===== src/rtl/system_sysid_reader.sv =====
// Avalon-MM master that reads sysid word 0 (ID) and word 1 (timestamp) once per
// start pulse and compares them against expected values, with a per-read timeout.
module system_sysid_reader #(
  parameter logic [31:0] EXPECTED_ID        = 32'd0,
  parameter logic [31:0] EXPECTED_TIMESTAMP = 32'd1456093976,
  parameter int unsigned TIMEOUT_CYCLES     = 64
) (
  input  logic        clock,
  input  logic        reset,
  input  logic        start,
  output logic        avm_address,
  output logic        avm_read,
  input  logic        avm_waitrequest,
  input  logic        avm_readdatavalid,
  input  logic [31:0] avm_readdata,
  output logic        busy,
  output logic        done,
  output logic        id_match,
  output logic        ts_match,
  output logic        timeout,
  output logic [31:0] id_value,
  output logic [31:0] ts_value
);

  typedef enum logic [2:0] {
    S_IDLE,
    S_RD_ID,
    S_WAIT_ID,
    S_RD_TS,
    S_WAIT_TS,
    S_FIN
  } state_t;

  localparam logic [15:0] LIMIT = 16'(TIMEOUT_CYCLES - 1);

  state_t      state_q, state_d;
  logic [15:0] cnt_q, cnt_d;
  logic        id_match_q, id_match_d;
  logic        ts_match_q, ts_match_d;
  logic        timeout_q, timeout_d;
  logic [31:0] id_value_q, id_value_d;
  logic [31:0] ts_value_q, ts_value_d;
  logic        at_limit;

  assign at_limit = (cnt_q == LIMIT);

  always_ff @(posedge clock) begin
    if (reset) begin
      state_q    <= S_IDLE;
      cnt_q      <= '0;
      id_match_q <= 1'b0;
      ts_match_q <= 1'b0;
      timeout_q  <= 1'b0;
      id_value_q <= '0;
      ts_value_q <= '0;
    end else begin
      state_q    <= state_d;
      cnt_q      <= cnt_d;
      id_match_q <= id_match_d;
      ts_match_q <= ts_match_d;
      timeout_q  <= timeout_d;
      id_value_q <= id_value_d;
      ts_value_q <= ts_value_d;
    end
  end

  always_comb begin
    state_d    = state_q;
    cnt_d      = cnt_q;
    id_match_d = id_match_q;
    ts_match_d = ts_match_q;
    timeout_d  = timeout_q;
    id_value_d = id_value_q;
    ts_value_d = ts_value_q;

    unique case (state_q)
      S_IDLE: begin
        if (start) begin
          state_d    = S_RD_ID;
          cnt_d      = '0;
          id_match_d = 1'b0;
          ts_match_d = 1'b0;
          timeout_d  = 1'b0;
          id_value_d = '0;
          ts_value_d = '0;
        end
      end
      // An acceptance on the limit cycle still leaves the data outstanding, so it times out.
      S_RD_ID, S_RD_TS: begin
        cnt_d = cnt_q + 16'd1;
        if (at_limit) begin
          timeout_d = 1'b1;
          state_d   = S_FIN;
        end else if (!avm_waitrequest) begin
          state_d = (state_q == S_RD_ID) ? S_WAIT_ID : S_WAIT_TS;
        end
      end
      S_WAIT_ID: begin
        cnt_d = cnt_q + 16'd1;
        if (avm_readdatavalid) begin
          id_value_d = avm_readdata;
          id_match_d = (avm_readdata == EXPECTED_ID);
          cnt_d      = '0;
          state_d    = S_RD_TS;
        end else if (at_limit) begin
          timeout_d = 1'b1;
          state_d   = S_FIN;
        end
      end
      S_WAIT_TS: begin
        cnt_d = cnt_q + 16'd1;
        if (avm_readdatavalid) begin
          ts_value_d = avm_readdata;
          ts_match_d = (avm_readdata == EXPECTED_TIMESTAMP);
          state_d    = S_FIN;
        end else if (at_limit) begin
          timeout_d = 1'b1;
          state_d   = S_FIN;
        end
      end
      S_FIN:   state_d = S_IDLE;
      default: state_d = S_IDLE;
    endcase
  end

  assign busy        = (state_q != S_IDLE);
  assign done        = (state_q == S_FIN);
  assign avm_read    = (state_q == S_RD_ID) || (state_q == S_RD_TS);
  assign avm_address = (state_q == S_RD_TS);
  assign id_match    = id_match_q;
  assign ts_match    = ts_match_q;
  assign timeout     = timeout_q;
  assign id_value    = id_value_q;
  assign ts_value    = ts_value_q;

endmodule


===== config.mk =====
export PLATFORM = sky130hd
export DESIGN_NAME = system_sysid_reader
export DESIGN_NICKNAME = d
export VERILOG_FILES = /design/src/rtl/system_sysid_reader.sv
export SDC_FILE = /design/constraint.sdc
export NUM_CORES = 1
export LEC_CHECK = 0
export ABC_AREA = 1
export CAP_MARGIN = 40
export CORE_MARGIN = 10
export CORE_UTILIZATION = 45
export CTS_CLUSTER_DIAMETER = 50
export DETAILED_ROUTE_END_ITERATION = 10
export MAX_ROUTING_LAYER = met4
export PLACE_DENSITY = 0.84
export SLEW_MARGIN = 20
export SYNTH_ARGS = -nofsm -noshare
export SYNTH_HDL_FRONTEND = slang
export SYNTH_SLANG_ARGS = --single-unit

===== constraint.sdc =====
create_clock -name clock -period 1.85 [get_ports clock]
set_clock_uncertainty 0.15 [all_clocks]
set_input_delay 0.37 -clock clock [delete_from_list [all_inputs] [get_ports clock]]
set_output_delay 0.37 -clock clock [all_outputs]
set_load 0.02 [all_outputs]

==> impl_metrics.csv, run 1 <==
group,metric,value,unit
power_and_ir_drop,power-per-cell-area,761,nW/um^2
sta,finalCritPeriodShare,98.3,%
critical_path,slowest_delay,0.60,ns
critical_path,worst-path-max-fanout,2,
floorplan,io_pins,108,
global_routing,grt_pass1_wl,19400,um
cells_and_area,drive_gt1_share,13.1,%
drt,vias,3984,
floorplan,core_area,8220,sq um
placement,post-place-cells,732,
run,max_cap_violations,0,
sta,setup_viol,0,
cells_and_area,area_delta_synth_final,39.7,%
clock_tree,clkLatencyLatePin,0.35,ns
logic_synthesis,synth_ff_type,"dfxtp_1",
logic_synthesis,synthSimpleGateAreaFrac,32.8,%
logic_synthesis,synth_compound_area_share,14.1,%
logic_synthesis,synth_top_family_by_area,"simple AND/OR/NAND/NOR gates",
critical_path,worst-path-buf-inv,1,
global_routing,grt_remaining_overflow,0,
power_and_ir_drop,power.internal,2.83,mW
critical_path,end_kind,"output port",
placement,dp_slack,-0.115,ns
floorplan,rows,33,
clock_tree,clockRootBuffer,"clkbuf_8",
placement,place_congestion,0.927,
critical_path,crit_family,"buffers and inverters",
floorplan,dieArea,12500,sq um
global_routing,grt_antenna_before_repair,0,
drt,viasPerCell,5.33,
drt,first_iter_violations,338,
drt,dr.pass1.iters,5,
power_and_ir_drop,peakVddDrop,0.000611,V
logic_synthesis,ys_seq_area_share,45.2,%
sta,slew_viol_final,0,
power_and_ir_drop,p_leak,2.52,nW
sta,post-route-worst-setup-slack,0.0323,ns
global_routing,track_usage,18.9,%
sta,worst_pin_slew,0.366,ns
clock_tree,clk_pin_slew,0.09,ns
logic_synthesis,syn_nets,553,
logic_synthesis,yosysTopAreaCell,"dfxtp_1",
placement,hpwlAfterDp,8910,um
logic_synthesis,synthTopCellsByArea,"dfxtp_1 45%, nand2_1 15%, a21oi_1 9.9%",
power_and_ir_drop,clkPwrFrac,33.6,%
cells_and_area,seq_area,1730,sq um
critical_path,arrival,1.30,ns
critical_path,crit_required,1.33,ns
sta,finalHoldViolCount,0,
cells_and_area,diodes,0,
clock_tree,cts_tree,"built",
floorplan,start_util,46.3,%
logic_synthesis,synth.most_common_cell,"nand2_1",
status,status,"completed",
drt,met1_length,4980,um
global_routing,first_global_vias,3858,
critical_path,path_cells,"clkdlybuf4s50_1",
clock_tree,cts_htree_levels,3,
cells_and_area,multi_input_area,1810,sq um
logic_synthesis,synth_cell_type_count,39,
power_and_ir_drop,combPwrFrac,19.5,%
drt,wl_per_cell,16.0,um
clock_tree,cts_buffer_depth,2,
drt,routed_wl,12000,um
sta,period_minus_slack,1.82,ns
cells_and_area,utilization,64.7,%
cells_and_area,n_fill_cell,705,
logic_synthesis,ys_ff_latch,86,
hold_path,hold_class,"primary input to flip-flop",
clock_tree,cts_setup_buffers,0,
logic_synthesis,yosys.area_share.adder,0.329,%
drt,wl_met2,6080,um
critical_path,rr_worst_depth,10,
sta,relSlewSlack,75.6,%
logic_synthesis,synthMuxAreaShare,0,%
logic_synthesis,yosysWarnings,0,
critical_path,cp_slowest_cell,"clkdlybuf4s50_1",
logic_synthesis,yosysTopAreaCellShare,45.2,%
logic_synthesis,synth_edf_count,0,
critical_path,path_class,"flip-flop to output port",
power_and_ir_drop,switching_share,29.9,%
drt,drc,0,
floorplan,dieHeight,112,um
placement,io_buffers,107,
cells_and_area,nNetsFinal,676,
sta,rsz0062_at_grt,"no",
drt,top_layer,"met4",
logic_synthesis,synth_xor_area_share,0.230,%
power_and_ir_drop,switchingPower,1.21,mW
drt,dr_wl_met3,749,um
hold_path,holdPathStages,2,
logic_synthesis,syn_inst,515,
sta,fmax,0.550,GHz
logic_synthesis,async_flop_share,0,%
critical_path,worst_setup_path_start_kind,"flip-flop",
floorplan,die_x,112,um
clock_tree,cts-buffers-inserted,9,
drt,detail-route-antenna-nets,0,
logic_synthesis,synthTopCellsByCount,"149 x nand2_1, 86 x dfxtp_1, 75 x a21oi_1",
clock_tree,cts_num_sinks,86,
cells_and_area,fin_cells,748,
power_and_ir_drop,seq_power_share,46.9,%
global_routing,grt_max_degree,47,
critical_path,crit_cells,1,
logic_synthesis,avgSynthCellArea,7.39,sq um
logic_synthesis,syn_area,3810,sq um
==> routing by layer <==
layer,up-vias,track usage [%]
met1,1839,21.5
met3,16,4.24
li1,1950,-
met4,0,5.92
met5,-,-
met2,179,32.1
==> cell type report <==
cell class | count | share of cell area [%]
multi-input cells | 374 | 34.1
repair buffers | 136 | 24.8
clock buffers | 10 | 2.59
flip-flops and latches | 86 | 32.4
clock inverters | 6 | 1.29
inverters | 31 | 2.33
well taps | 105 | 2.47
==> layout by cell type, fill, tap and decap left out, types with 4 or more instances in the layout <==
cell type and n:
a21oi_1 75, buf_12 4, buf_2 4, buf_4 25, clkbuf_8 10, clkdlybuf4s50_1 39, dfxtp_1 85, dlygate4sd2_1 41
dlymetal6s2s_1 22, inv_1 23, inv_2 6, nand2_1 148, nand2_2 4, nand3_1 48, nand4_1 5, nor2_1 45
nor2_2 5, nor2_4 4, nor3_1 5, o21ai_0 7
==> cell families after synthesis <==
family | count (synthesis)
buffers and inverters | 55
flip-flops | 86
AND/OR/NAND/NOR | 277
adder cells (fa/ha/maj) | 1
XOR/XNOR | 1
AO/OA/AOI/OAI | 95
==> metrics by stage <==
step,power [mW],setup TNS (ns),cell area (sq um),hold WS [ns]
5_1_grt,4.21,0,5320,0.270
4_1_cts,4.06,0,5270,0.243
3_3_place_gp,2.71,-0.834,5110,0.298
3_5_place_dp,2.73,-4.57,5110,0.300
2_1_floorplan,2.43,0,3810,0.300
6_report,4.05,0,5320,0.265
==> repair_timing <==
action | 4_1_cts | 5_1_grt
resized for setup | 53 | 32
gates cloned | 0 | 0
hold endpoints to repair | 0 | 0
endpoints found under the setup margin | 45 | 36
pin swaps | 0 | 0
hold buffers | 0 | 0
==> flip-flops by register name (all words and copies together) (netlist names) <==
register  count
id_value     32
timeout       1
state_q       3
id_match      1
ts_value     32
cnt_q        16
ts_match      1
==> power groups by stage <==
| stage | sequential, mW | clock, mW | combinational (mW) |
|---|---|---|---|
| 2_1_floorplan | 1.95 | 0 | 0.483 |
| 3_3_place_gp | 1.94 | 0 | 0.777 |
| 3_5_place_dp | 1.94 | 0 | 0.795 |
| 4_1_cts | 1.90 | 1.38 | 0.786 |
| 5_1_grt | 1.90 | 1.46 | 0.852 |
| 6_report | 1.90 | 1.36 | 0.789 |
==> worst paths after layout <==
kind | slack [ns] | to | from
hold / removal | 0.26 | id_value[31] | reset
setup reg to reg | 0.12 | ts_value[5] | state_q[1]
hold reg to reg | 0.31 | id_value[30] | id_value[30]
setup / recovery | 0.03 | ts_value[14] | ts_value[14]
Note: power is estimated with default switching activity, not from simulation.
==> run 2: changes to the inputs <==
==> constraint.sdc (replaced) <==
create_clock -name clock -period 1.75 [get_ports clock]
set_clock_uncertainty 0.15 [all_clocks]
set_input_delay 0.35 -clock clock [delete_from_list [all_inputs] [get_ports clock]]
set_output_delay 0.35 -clock clock [all_outputs]
set_load 0.02 [all_outputs]
==> impl_metrics.csv, run 2 (synthesis results as in run 1) <==
group,metric,value,unit
floorplan,rows,33,
drt,first_iter_violations,294,
global_routing,grt_remaining_overflow,0,
global_routing,grt_pass1_wl,20200,um
hold_path,worstHoldStart,"reset",
cells_and_area,fin_cells,775,
critical_path,reg2reg_from,"state_q[1]",
clock_tree,ctsHoldBuffers,0,
cells_and_area,final_cell_mix,"142 x nand2_1, 80 x dfxtp_1, 70 x a21oi_1",
clock_tree,clkLatencyLatePin,0.35,ns
placement,post-place-cells,754,
drt,routed_wl,13000,um
cells_and_area,nNetsFinal,703,
drt,wl_per_cell,16.8,um
hold_path,hold_class,"primary input to flip-flop",
power_and_ir_drop,power-per-cell-area,810,nW/um^2
cells_and_area,diodes,0,
drt,dr.pass1.iters,5,
clock_tree,cts_tree,"built",
floorplan,io_pins,108,
clock_tree,cts-buffers-inserted,9,
global_routing,grt_max_degree,39,
global_routing,track_usage,19.5,%
clock_tree,cts_num_sinks,86,
floorplan,core_area,8220,sq um
placement,io_buffers,107,
critical_path,rr_worst_depth,10,
clock_tree,clockRootBuffer,"clkbuf_8",
hold_path,min_to,"cnt_q[1]",
cells_and_area,n_fill_cell,682,
drt,detail-route-antenna-nets,0,
sta,finalCritPeriodShare,98.0,%
critical_path,arrival,1.85,ns
critical_path,worstSetupStartpoint,"state_q[1]",
placement,place_congestion,0.885,
critical_path,worst_setup_path_start_kind,"flip-flop",
sta,period_minus_slack,1.72,ns
placement,hpwlAfterDp,9100,um
floorplan,dieHeight,112,um
sta,slew_viol_final,0,
global_routing,first_global_vias,4064,
drt,viasPerCell,5.36,
placement,place_area,5290,sq um
sta,relSlewSlack,73.4,%
floorplan,die_x,112,um
critical_path,crit_required,1.89,ns
status,status,"completed",
floorplan,start_util,46.3,%
cells_and_area,fin_area,5550,sq um
sta,finalHoldViolCount,0,
sta,setup_viol,0,
clock_tree,cts_htree_levels,3,
hold_path,holdPathStages,2,
critical_path,ff2ff_setup_slack,0.03,ns
critical_path,rr_endpoint,"ts_value[2]",
critical_path,worst-path-max-fanout,16,
cells_and_area,final_common_cell,"nand2_1",
run,max_cap_violations,0,
drt,vias,4154,
sta,rsz0062_at_grt,"yes",
global_routing,grt_antenna_before_repair,0,
cells_and_area,drive_gt1_share,19.3,%
critical_path,end_kind,"flip-flop",
sta,fmax,0.583,GHz
power_and_ir_drop,peakVddDrop,0.000465,V
drt,drc,0,
clock_tree,clk_pin_slew,0.09,ns
sta,worst_pin_slew,0.399,ns
cells_and_area,area_delta_synth_final,45.9,%
critical_path,path_class,"flip-flop to flip-flop",
clock_tree,cts_buffer_depth,2,
floorplan,dieArea,12500,sq um
power_and_ir_drop,p_leak,2.38,nW
-- run 2: final cells by class --
class	instances	area [sq um]	area share [%]
Sequential cell	86	1730	31.2
Clock inverter	6	70.1	1.26
Multi-Input combinational cell	374	1880	33.9
Clock buffer	10	128	2.30
Timing Repair inverter	1	16.3	0.293
Tap cell	105	131	2.37
Timing Repair Buffer	162	1450	26.1
Inverter	31	148	2.66
-- run 2: metal layers --
metal	up-vias	part of all wire, %	GRT usage, %
met3	27	7.3	3.65
met2	183	51	33.6
li1	2002	-	-
met1	1942	40	21.9
met4	0	2.1	7.11
met5	-	0	-
-- run 2: critical path, cell delays in order (launching register included) --
cell	delay [ns]
dfxtp_4	0.37
inv_4	0.07
nand2_4	0.06
buf_4	0.15
inv_2	0.06
nand2_4	0.07
o21ai_4	0.16
nor2_4	0.08
bufinv_16	0.23
nand2_2	0.07
a21oi_2	0.16
-- run 2: worst max path at each step --
stage                   endpoint  depth (start not counted)
global route         ts_value[2]                         10
finish               ts_value[2]                         10
detailed placement  id_value[26]                          7
global placement        ts_match                          7
floorplan                   done                          3
CTS                     avm_read                          4
-- run 2: stage by stage --
stage	power [mW]	TNS [ns]	util (%)	hold WS, ns	setup slack, ns
floorplan	2.57	0	-	0.300	0.121
global placement	2.95	-6.17	64.4	0.297	-0.119
detailed placement	2.98	-9.15	64.4	0.303	-0.153
CTS	4.36	0	65.7	0.200	0.00541
global route	4.65	-0.931	67.6	0.240	-0.0519
finish	4.50	0	67.6	0.204	0.0349
-- run 2: what timing repair did --
item | CTS | global route
buffers inserted | 0 | 4
cloned | 0 | 1
endpoints found under the hold margin | 0 | 0
resized for setup | 87 | 36
pin swaps | 0 | 7
endpoints found under the setup margin | 117 | 77
-- run 2: report_power, final --
part           leakage [nW]  total, mW  switching (mW)  internal, mW
logic                  1.59       1.07           0.609         0.459
clock network        0.0895       1.42           0.754         0.670
registers             0.696       2.00          0.0199          1.98
total                  2.38       4.50            1.38          3.11
==> run 3: changes to the inputs <==
--- a/config.mk
+++ b/config.mk
@@ -6,6 +6,7 @@
 export NUM_CORES = 1
 export LEC_CHECK = 0
 export ABC_AREA = 1
+export ABC_CLOCK_PERIOD_IN_PS = 1750
 export CAP_MARGIN = 40
 export CORE_MARGIN = 10
 export CORE_UTILIZATION = 45
==> results of run 3 <==
No change in the layout: final DEF, timing and power equal those of run 2.
